--- config.mk ---
export PLATFORM = sky130hd
export DESIGN_NAME = truth_table_sweeper
export DESIGN_NICKNAME = d
export VERILOG_FILES = /design/src/rtl/sweep_pkg.sv /design/src/rtl/sweep_misr.sv /design/src/rtl/truth_table_sweeper.sv
export SDC_FILE = /design/constraint.sdc
export NUM_CORES = 1
export LEC_CHECK = 0
export ABC_AREA = 1
export BUFFER_PORTS_ARGS = -buffer_cell sky130_fd_sc_hd__buf_2
export CORE_MARGIN = 10
export CORE_UTILIZATION = 57
export CTS_CLUSTER_SIZE = 10
export DETAILED_ROUTE_END_ITERATION = 10
export PLACE_DENSITY = 0.86
export SYNTH_ARGS = -nofsm -noshare
export SYNTH_HDL_FRONTEND = slang
export SYNTH_SLANG_ARGS = --single-unit
--- constraint.sdc ---
create_clock -name clk -period 4.2 [get_ports clk]
set_clock_uncertainty 0.1 [all_clocks]
set_input_delay 0.63 -clock clk [delete_from_list [all_inputs] [get_ports clk]]
set_output_delay 0.63 -clock clk [all_outputs]
set_load 0.01 [all_outputs]
--- src/rtl/sweep_pkg.sv ---
// Shared types and helpers for the truth-table sweeper.
// Holds the FSM state type, the Gray encoder and the default MISR polynomial.
package sweep_pkg;

    typedef enum logic [1:0] {
        IDLE,
        APPLY,
        DONE
    } sweep_state_e;

    localparam int MAX_N_IN = 16;

    localparam logic [15:0] DEFAULT_POLY = 16'h1021;

    // Reflected binary code: consecutive inputs differ by exactly one output bit.
    function automatic logic [MAX_N_IN-1:0] gray_encode(input logic [MAX_N_IN-1:0] v);
        return v ^ (v >> 1);
    endfunction

endpackage

--- src/rtl/sweep_misr.sv ---
// Multiple-input signature register that compacts sampled DUT responses.
// clr wins over en so a restart always begins from an all-zero signature.
module sweep_misr #(
    parameter int                N_OUT  = 2,
    parameter int                MISR_W = 16,
    parameter logic [MISR_W-1:0] POLY   = MISR_W'(16'h1021)
) (
    input  logic              clk,
    input  logic              rst,
    input  logic              clr,
    input  logic              en,
    input  logic [N_OUT-1:0]  din,
    output logic [MISR_W-1:0] sig
);

    logic [MISR_W-1:0] feedback;
    logic [MISR_W-1:0] sig_next;

    // Shift left, fold the polynomial in when the MSB falls out, then mix in the response.
    always_comb begin
        feedback = sig[MISR_W-1] ? POLY : '0;
        sig_next = {sig[MISR_W-2:0], 1'b0} ^ feedback ^ MISR_W'(din);
    end

    always_ff @(posedge clk or posedge rst) begin
        if (rst) begin
            sig <= '0;
        end else if (clr) begin
            sig <= '0;
        end else if (en) begin
            sig <= sig_next;
        end
    end

endmodule

--- src/rtl/truth_table_sweeper.sv ---
// Exhaustive stimulus engine: walks all 2^N_IN input vectors, holds each for HOLD cycles
// and compacts the sampled responses into a MISR. Define GRAY_ORDER_EN for Gray-order stimulus.
module truth_table_sweeper
    import sweep_pkg::*;
#(
    parameter int                N_IN   = 3,
    parameter int                N_OUT  = 2,
    parameter int                HOLD   = 25,
    parameter int                MISR_W = 16,
    parameter logic [MISR_W-1:0] POLY   = MISR_W'(DEFAULT_POLY)
) (
    input  logic              clk,
    input  logic              rst,
    input  logic              start,
    input  logic [N_OUT-1:0]  resp,
    output logic [N_IN-1:0]   stim,
    output logic [N_IN-1:0]   vec_idx,
    output logic              sample,
    output logic              busy,
    output logic              done,
    output logic [MISR_W-1:0] signature
);

    localparam int                HOLD_W    = (HOLD > 1) ? $clog2(HOLD) : 1;
    localparam logic [HOLD_W-1:0] HOLD_LAST = HOLD_W'(HOLD - 1);
    localparam logic [HOLD_W-1:0] HOLD_ONE  = HOLD_W'(1);
    localparam logic [N_IN-1:0]   IDX_LAST  = '1;
    localparam logic [N_IN-1:0]   IDX_ONE   = N_IN'(1);
    localparam logic              HOLD_IS_1 = (HOLD == 1);

    sweep_state_e      state;
    logic [HOLD_W-1:0] hold_cnt;
    logic              start_acc;

    function automatic logic [N_IN-1:0] enc(input logic [N_IN-1:0] i);
`ifdef GRAY_ORDER_EN
        return N_IN'(gray_encode(MAX_N_IN'(i)));
`else
        return i;
`endif
    endfunction

    // A start is only honoured outside APPLY; it also clears the signature on the same edge.
    assign start_acc = start && (state != APPLY);

    // sample is registered one step ahead: it is set on the edge that loads the last hold count.
    always_ff @(posedge clk or posedge rst) begin
        if (rst) begin
            state    <= IDLE;
            hold_cnt <= '0;
            vec_idx  <= '0;
            stim     <= '0;
            sample   <= 1'b0;
            busy     <= 1'b0;
            done     <= 1'b0;
        end else begin
            case (state)
                IDLE, DONE: begin
                    if (start) begin
                        state    <= APPLY;
                        hold_cnt <= '0;
                        vec_idx  <= '0;
                        stim     <= enc('0);
                        sample   <= HOLD_IS_1;
                        busy     <= 1'b1;
                        done     <= 1'b0;
                    end
                end
                APPLY: begin
                    if (hold_cnt == HOLD_LAST) begin
                        hold_cnt <= '0;
                        if (vec_idx == IDX_LAST) begin
                            state  <= DONE;
                            sample <= 1'b0;
                            busy   <= 1'b0;
                            done   <= 1'b1;
                        end else begin
                            vec_idx <= vec_idx + IDX_ONE;
                            stim    <= enc(vec_idx + IDX_ONE);
                            sample  <= HOLD_IS_1;
                        end
                    end else begin
                        hold_cnt <= hold_cnt + HOLD_ONE;
                        sample   <= ((hold_cnt + HOLD_ONE) == HOLD_LAST);
                    end
                end
                default: begin
                    state  <= IDLE;
                    sample <= 1'b0;
                    busy   <= 1'b0;
                    done   <= 1'b0;
                end
            endcase
        end
    end

    sweep_misr #(
        .N_OUT  (N_OUT),
        .MISR_W (MISR_W),
        .POLY   (POLY)
    ) u_misr (
        .clk (clk),
        .rst (rst),
        .clr (start_acc),
        .en  (sample),
        .din (resp),
        .sig (signature)
    );

endmodule

# [Yosys cells after proc, flatten, opt, wreduce, memory -nomap -nowiden]
# Index checks and enable logic that the tools add are counted.
[word_totals] ff_bits=29 input_bits=5 out_inout_bits=25 word_cells=53
[op_classes] addsub=2 n_eq_ne=10 mux=24 n_bitwise=2 n_reduce_logical=8
[ops] op="$mux 16" n=2
[ops] op="$xor 16x16->16" n=1
[ops] op="$xor 16x2->16" n=1
[ops] op="$mux 13" n=1
[ops] op="$eq 5x5->1 const B" n=2
[ops] op="$mux 5" n=2
[ops] op="$pmux 5 s2" n=1
[ops] op="$mux 3" n=3
[ops] op="$ne 2x2->1 const B" n=4
[ops] op="$mux 1" n=7
[ops] op="$mux 2" n=3
[ops] op="$pmux 1 s2" n=3
[ops] op="$pmux 3 s2" n=1
[ops] op="$add 5x1->5 const B" n=1
[ops] op="$pmux 2 s2" n=1
[ops] op="$reduce_and 4->1" n=1
[ops] op="$reduce_bool 2->1" n=2
[ops] op="$add 3x1->3 const B" n=1
[ops] op="$eq 3x3->1 const B" n=1
[ops] op="$reduce_and 3->1" n=1
[ops] op="$eq 2x1->1 const B" n=1
[ops] op="$eq 2x2->1 const B" n=1
[ops] op="$logic_not 2->1" n=1
[ops] op="$ne 2x1->1 const B" n=1
[ops] op="other kinds (3)" n=3

# [Depth between registers and ports, before layout]
# Gate-level depths: netlist of the first run.
[logic_depth] word_depth=5 ltp_mapped=10

# [Hierarchy]
# From an unflattened synthesis of the first run, not the netlist that was laid out.
[unflattened] hier_cells=173 area_unflattened_um2=1405.1
[modules_own_cells] module="truth_table_sweeper" n_inst=1 cells_each=93 area_per_inst_um2=716.9 seq_area_each_um2=300.3
[modules_own_cells] module="sweep_misr" n_inst=1 cells_each=80 area_per_inst_um2=688.2 seq_area_each_um2=400.4

# [Least setup slack after synthesis of the first run]
# No wires, ideal clock.
[synth_timing] path_type="register to register" startpoint="reg vec_idx[0]" endpoint="reg vec_idx[0]" setup_time_ns=0.117 t_arrival_ns=1.425 t_required_ns=3.983 path_slack_ns=2.558 path_stages_with_launch=7 n_path_buf=0 synth_period_minus_slack_ns=1.642 path_cell_list="dfrtp_1 > ha_1 > ha_1 > o21ai_0 > nand3_1 > nand2_1 > nand2_1"
[synth_via] elab_chain_len=4
[synth_lines] element="from (decl)" line_no="truth_table_sweeper.sv:17" rtl="output logic [N_IN-1:0] vec_idx,"
[synth_lines] element="from (signal assigned)" line_no="truth_table_sweeper.sv:78" rtl="vec_idx <= vec_idx + IDX_ONE;"
[synth_lines] element="$add 3x1->3" line_no="truth_table_sweeper.sv:78"
[synth_lines] element="$mux 3" line_no="truth_table_sweeper.sv:72" rtl="if (vec_idx == IDX_LAST) begin"
[synth_lines] element="$mux 3" line_no="truth_table_sweeper.sv:70" rtl="if (hold_cnt == HOLD_LAST) begin"
[synth_lines] element="$pmux 3 s2" line_no="truth_table_sweeper.sv:57" rtl="case (state)"
# Several ways; a longest one is shown, not always the timed one. The select of a mux whose other input is x is not followed.
# A chain may end at the register's enable or synchronous reset.

# [Worst setup path after layout of the first run]
[layout_timing] startpoint="reg sample" endpoint="out sample"
[layout_lines] element="from (decl)" line_no="truth_table_sweeper.sv:18" rtl="output logic sample,"
[layout_lines] element="from (signal assigned)" line_no="truth_table_sweeper.sv:84" rtl="sample <= ((hold_cnt + HOLD_ONE) == HOLD_LAST);"
# No word-level cell between the ends.

==> impl_metrics.json, run 1 <==
{
  "antenna_left": 0,
  "synth_top_area_share_pct": 49.12,
  "crit_required_ns": 3.47,
  "start_util_pct": 58.64,
  "area_growth_pct": 11.58,
  "max_freq_ghz": 0.4626,
  "cts_max_path_buffers": 2,
  "grtUsageTotal_pct": 11.99,
  "antenna_found_initial": 0,
  "hpwlAfterDp_um": 2342,
  "final_core_util_pct": 65.43,
  "fp.dieW_um": 70.03,
  "maxSlewHeadroom_pct": 29.79,
  "hp-class": "flop to flop",
  "io_pins": 30,
  "netlist-cell-type-count": 17,
  "wl_per_cell_um": 14.19,
  "final_layout_size_suffix_gt1_share_pct": 25.81,
  "grt_pass1_wl_um": 5023,
  "cts_tree": "done",
  "worst_pin_slew_ns": 1.052,
  "post_cts_buffers": 0,
  "cp_max_fo": 22,
  "netlist_instances": 160,
  "cp_cell_sequence": "buf_2",
  "syn_avg_cell_area_um2": 8.915,
  "grt_pass1_vias": 1176,
  "synthTopCellsByArea": "dfrtp_1 (49%), nand2_1 (11%), mux2_2 (9.5%)",
  "drv_slew": 0,
  "peakVddDrop_uv": 153.0,
  "synth_seq_cells": 28,
  "place_congestion": 0.8112,
  "worst-path-buf-inv": 1,
  "drt_iter0_markers": 50,
  "status": "complete, no violations",
  "cts.clk_slew.worst_paths_ns": 0.15,
  "cp.arrival_ns": 1.43,
  "path_class": "flop to output port",
  "overflow": 0,
  "rows": 18,
  "cts.hold.buffers_added": 0,
  "cts_resized": 0,
  "ys_seq_area_share_pct": 49.12,
  "finalHoldViolCount": 0,
  "htree_num_levels": 1,
  "syn_nets": 170,
  "power_leakage_nw": 1.012,
  "cp_slowest_stage_delay_ns": 0.85,
  "cts.sinks": 28,
  "powerDensity_nw_per_um2": 260.2,
  "drt_first_pass_iters": 4,
  "crit_family": "flip-flops",
  "yosysWarnings": 0,
  "fillCellCount": 209,
  "dieArea_um2": 4904,
  "synth_top_cell_by_area": "dfrtp_1",
  "routed_wirelength_um": 3065,
  "tns_ns": 0,
  "port_buffers": 29,
  "cp_slowest_cell": "dfrtp_1",
  "crit_path_end_kind": "output port",
  "vias_per_cell": 5.236,
  "clk_latency_ns": 0.33,
  "grt_max_degree": 29,
  "setup_viol": 0,
  "startpoint_type": "flop",
  "netlist_area_um2": 1426,
  "cts_buffers": 3,
  "rsz0062_at_grt": "no",
  "drc": 0,
  "clockRootBuffer": "clkbuf_4",
  "n_antenna_cell": 0,
  "nNetsFinal": 197,
  "layout_min_cycle_time_ns": 2.162,
  "vias": 1131,
  "core-area_um2": 2432,
  "fin_crit_sh_pct": 51.47,
  "cap_viol_max_count": 0,
  "die_y_um": 70.03
}
==> worst paths after layout <==
check	slack, ns	startpoint	to	cells past startpoint
min in group asynchronous	0.43	rst	vec_idx[1]	2
worst max-delay path	2.04	sample	sample	1
worst min register to register	0.42	busy	busy	2
max in group asynchronous	2.94	rst	u_misr.sig[9]	2
worst min-delay path	0.42	busy	busy	2
worst max register to register	2.38	vec_idx[0]	vec_idx[0]	6
==> synthesized netlist by cell type <==
| cell type | instances |
|---|---|
| a21oi_1 | 4 |
| buf_2 | 1 |
| buf_4 | 5 |
| buf_6 | 1 |
| clkinv_2 | 1 |
| dfrtp_1 | 28 |
| ha_1 | 5 |
| inv_1 | 27 |
| mux2_2 | 12 |
| nand2_1 | 41 |
| nand2_2 | 2 |
| nand3_1 | 5 |
| nand4_1 | 6 |
| nor2_1 | 8 |
| o21ai_0 | 7 |
| o22ai_1 | 3 |
| xnor2_1 | 4 |
==> placed cells by master, fill, tap and decap left out <==
| cell type | instances |
|---|---|
| ha_1 | 5 |
| nand2_1 | 41 |
| dfrtp_1 | 28 |
| mux2_2 | 12 |
| buf_2 | 29 |
| inv_1 | 27 |
| o22ai_1 | 3 |
| o21ai_0 | 7 |
| clkbuf_4 | 3 |
| nand2_2 | 2 |
| xnor2_1 | 4 |
| clkinv_2 | 1 |
| nor2_1 | 8 |
| clkbuf_8 | 1 |
| nand3_1 | 5 |
| nand4_1 | 6 |
| a21oi_1 | 4 |
==> cell families after synthesis <==
kind of cell	synth area share [%]
multiplexers	9.474
flip-flops	49.12
AO/OA/AOI/OAI	5.175
buffers and inverters	11.23
XOR/XNOR	2.456
adder cells (fa/ha/maj)	4.386
AND/OR/NAND/NOR	18.16
==> cell type report <==
| type | instances | area [um^2] | share of cell area, % |
|---|---|---|---|
| clock buffer | 4 | 36.28 | 2.280 |
| inverter | 28 | 106.4 | 6.682 |
| multi-input combinational | 97 | 565.5 | 35.53 |
| sequential | 28 | 700.7 | 44.03 |
| tap | 30 | 37.54 | 2.358 |
| timing repair buffer | 29 | 145.1 | 9.119 |
==> routing by layer <==
metal	routed length [um]	global-route usage [%]
met1	1251	11.85
met2	1627	22.96
met3	163	3.107
met4	22	4.605
met5	0	0
==> where the power goes <==
group	leakage [nW]	total [mW]	switching, mW	internal [mW]
logic	0.633	0.0115	0.00809	0.00339
registers	0.358	0.271	0.000795	0.271
clock network	0.0210	0.131	0.0782	0.0531
total	1.01	0.414	0.0871	0.327
==> worst min-delay path: cells and delay by family, from the launching register on <==
kind / cells / cell delay [ns]
flops: 1 / 0.39
simple gates: 2 / 0.11
==> through the flow <==
| step | hold slack, ns | worst slack [ns] | instances | cell area, um^2 | total power [mW] |
|---|---|---|---|---|---|
| after floorplan | 0.4048 | 2.558 | 160 | 1426 | 0.2829 |
| after global placement | 0.3771 | 2.471 | 212 | 1555 | 0.2875 |
| after detailed placement | 0.3942 | 2.424 | 212 | 1555 | 0.2884 |
| after CTS | 0.4274 | 2.053 | 216 | 1592 | 0.4167 |
| after global routing | 0.4410 | 1.962 | 216 | 1592 | 0.4250 |
| final | 0.4235 | 2.038 | 216 | 1592 | 0.4142 |
==> registers in the layout, indices dropped and copies added, names as in the netlist <==
signal and count:
u_misr.sig 16, hold_cnt 5, vec_idx 3, state 2, busy 1, sample 1
No activity file was read; power rests on OpenSTA's default activity.
==> run 2: changes to the inputs <==
CORE_UTILIZATION = 48   (was 57)
PLACE_DENSITY = 0.77   (was 0.86)
clock period = 1.8 ns   (was 4.2 ns; I/O delays follow)
==> run 2 against run 1 <==
- via count shrank 1.7%
- sequential power grew 130%
- cell area grew 3.1%
- critical endpoint is now vec_idx[2]
- non-clock buffer count grew 4
- largest cell class unchanged
- routed wire length shrank 1.8%
- first-iteration DRC count grew 2.0%
- largest power group unchanged
==> impl_metrics.json, run 2 (synthesis gave the netlist of run 1 again) <==
{
  "worst-path-buf-inv": 0,
  "cp_slowest_stage_delay_ns": 0.45,
  "peakVddDrop_uv": 365.8,
  "hpwlAfterDp_um": 2285,
  "drv_slew": 0,
  "vias": 1112,
  "hp-class": "primary input to flop",
  "vias_per_cell": 5.032,
  "cts_max_path_buffers": 2,
  "fp.dieW_um": 74.51,
  "cts.sinks": 28,
  "crit_required_ns": 1.93,
  "maxSlewHeadroom_pct": 67.66,
  "htree_num_levels": 1,
  "top_register": "u_misr.sig",
  "grt_pass1_wl_um": 5009,
  "startpoint_type": "flop",
  "antenna_found_initial": 0,
  "max_freq_ghz": 0.5898,
  "largest_reg_flops": 16,
  "power_leakage_nw": 1.038,
  "cts_buffers": 3,
  "dieArea_um2": 5552,
  "drc": 0,
  "clockRootBuffer": "clkbuf_4",
  "rows": 19,
  "routed_wirelength_um": 3009,
  "grtUsageTotal_pct": 11.29,
  "core-area_um2": 2805,
  "clk_latency_ns": 0.32,
  "drt_iter0_markers": 51,
  "n_antenna_cell": 0,
  "stdcell_area_um2": 1642,
  "cp.arrival_ns": 1.83,
  "worst_pin_slew_ns": 0.4839,
  "grt_pass1_vias": 1123,
  "final_common_cell": "nand2_1",
  "postPlaceCellArea_um2": 1579,
  "finalPower_mw": 1.072,
  "io_pins": 30,
  "crit_family": "flip-flops",
  "cp_max_fo": 5,
  "overflow": 0,
  "port_buffers": 29,
  "rsz0062_at_grt": "no",
  "final_cell_mix": "nand2_1 (41), buf_2 (29), dfrtp_1 (28), inv_1 (27), mux2_2 (12)",
  "finalHoldViolCount": 0,
  "cap_viol_max_count": 0,
  "antenna_left": 0,
  "cp_cell_sequence": "ha_1 -> ha_1 -> o21ai_0 -> nand3_1 -> nand2_1 -> nand2_1",
  "whs_ns": 0.09864,
  "post_cts_buffers": 0,
  "area_growth_pct": 15.09,
  "status": "complete, no violations",
  "final_layout_size_suffix_gt1_share_pct": 26.84,
  "fin_crit_sh_pct": 94.19,
  "tns_ns": 0,
  "start_util_pct": 50.85,
  "powerDensity_nw_per_um2": 652.9,
  "layout_min_cycle_time_ns": 1.695,
  "wl_per_cell_um": 13.62,
  "crit_path_end_kind": "flop",
  "cts_tree": "done",
  "grt_max_degree": 29,
  "place_congestion": 0.7965,
  "nNetsFinal": 201,
  "drt_first_pass_iters": 4,
  "final_core_util_pct": 58.52,
  "die_y_um": 74.51,
  "cp_slowest_cell": "dfrtp_1",
  "path_class": "flop to flop",
  "setup_viol": 0,
  "cts.clk_slew.worst_paths_ns": 0.15,
  "top_regs": "u_misr.sig (16), hold_cnt (5), vec_idx (3)"
}
## run 2: where the power goes
group | switching, mW | leakage, nW | internal [mW] | total (mW)
logic | 0.0187 | 0.652 | 0.0108 | 0.0295
clock network | 0.184 | 0.0279 | 0.225 | 0.409
registers | 0.00193 | 0.358 | 0.632 | 0.633
total | 0.204 | 1.04 | 0.867 | 1.07
## run 2: layout make-up
cell class | instances | area [um^2]
inverter | 28 | 106.4
clock inverter | 1 | 30.03
clock buffer | 3 | 22.52
multi-input combinational | 97 | 565.5
sequential | 28 | 700.7
tap | 31 | 38.79
timing repair buffer | 33 | 177.7
fill | 265 | 1164
## run 2: through the flow
stage	setup WS, ns	std cells
after floorplan	0.1578	160
after global placement	0.3035	216
after detailed placement	0.1394	216
after CTS	0.1247	221
after global routing	0.02530	221
final	0.1045	221
## run 2: final timing paths
kind | to | slack [ns] | cells after the start | startpoint
worst max-delay path | vec_idx[2] | 0.10 | 6 | vec_idx[0]
worst min-delay path | busy | 0.1 | 3 | start
worst max register to register | vec_idx[2] | 0.10 | 6 | vec_idx[0]
worst min register to register | busy | 0.39 | 2 | busy
max in group asynchronous | u_misr.sig[9] | 0.91 | 4 | rst
min in group asynchronous | vec_idx[1] | 0.43 | 4 | rst
## run 2: worst register-to-register path, cell delays in order (launching register included)
cell,delay [ns]
dfrtp_1,0.45
ha_1,0.22
ha_1,0.21
o21ai_0,0.27
nand3_1,0.20
nand2_1,0.11
nand2_1,0.05
## run 2: timing repair
| item | CTS | global route |
|---|---|---|
| hold buffers | 1 | 0 |
| gates resized for setup | 0 | 0 |
| endpoints found under the hold margin | 28 | 0 |
## run 2: layer usage
layer	global-route usage (%)	part of all wire, %	vias to the layer above
li1	-	-	559
met1	11.49	39	534
met2	21.81	55	15
met3	1.862	3.8	4
met4	5.252	1.7	0
met5	0	0	-
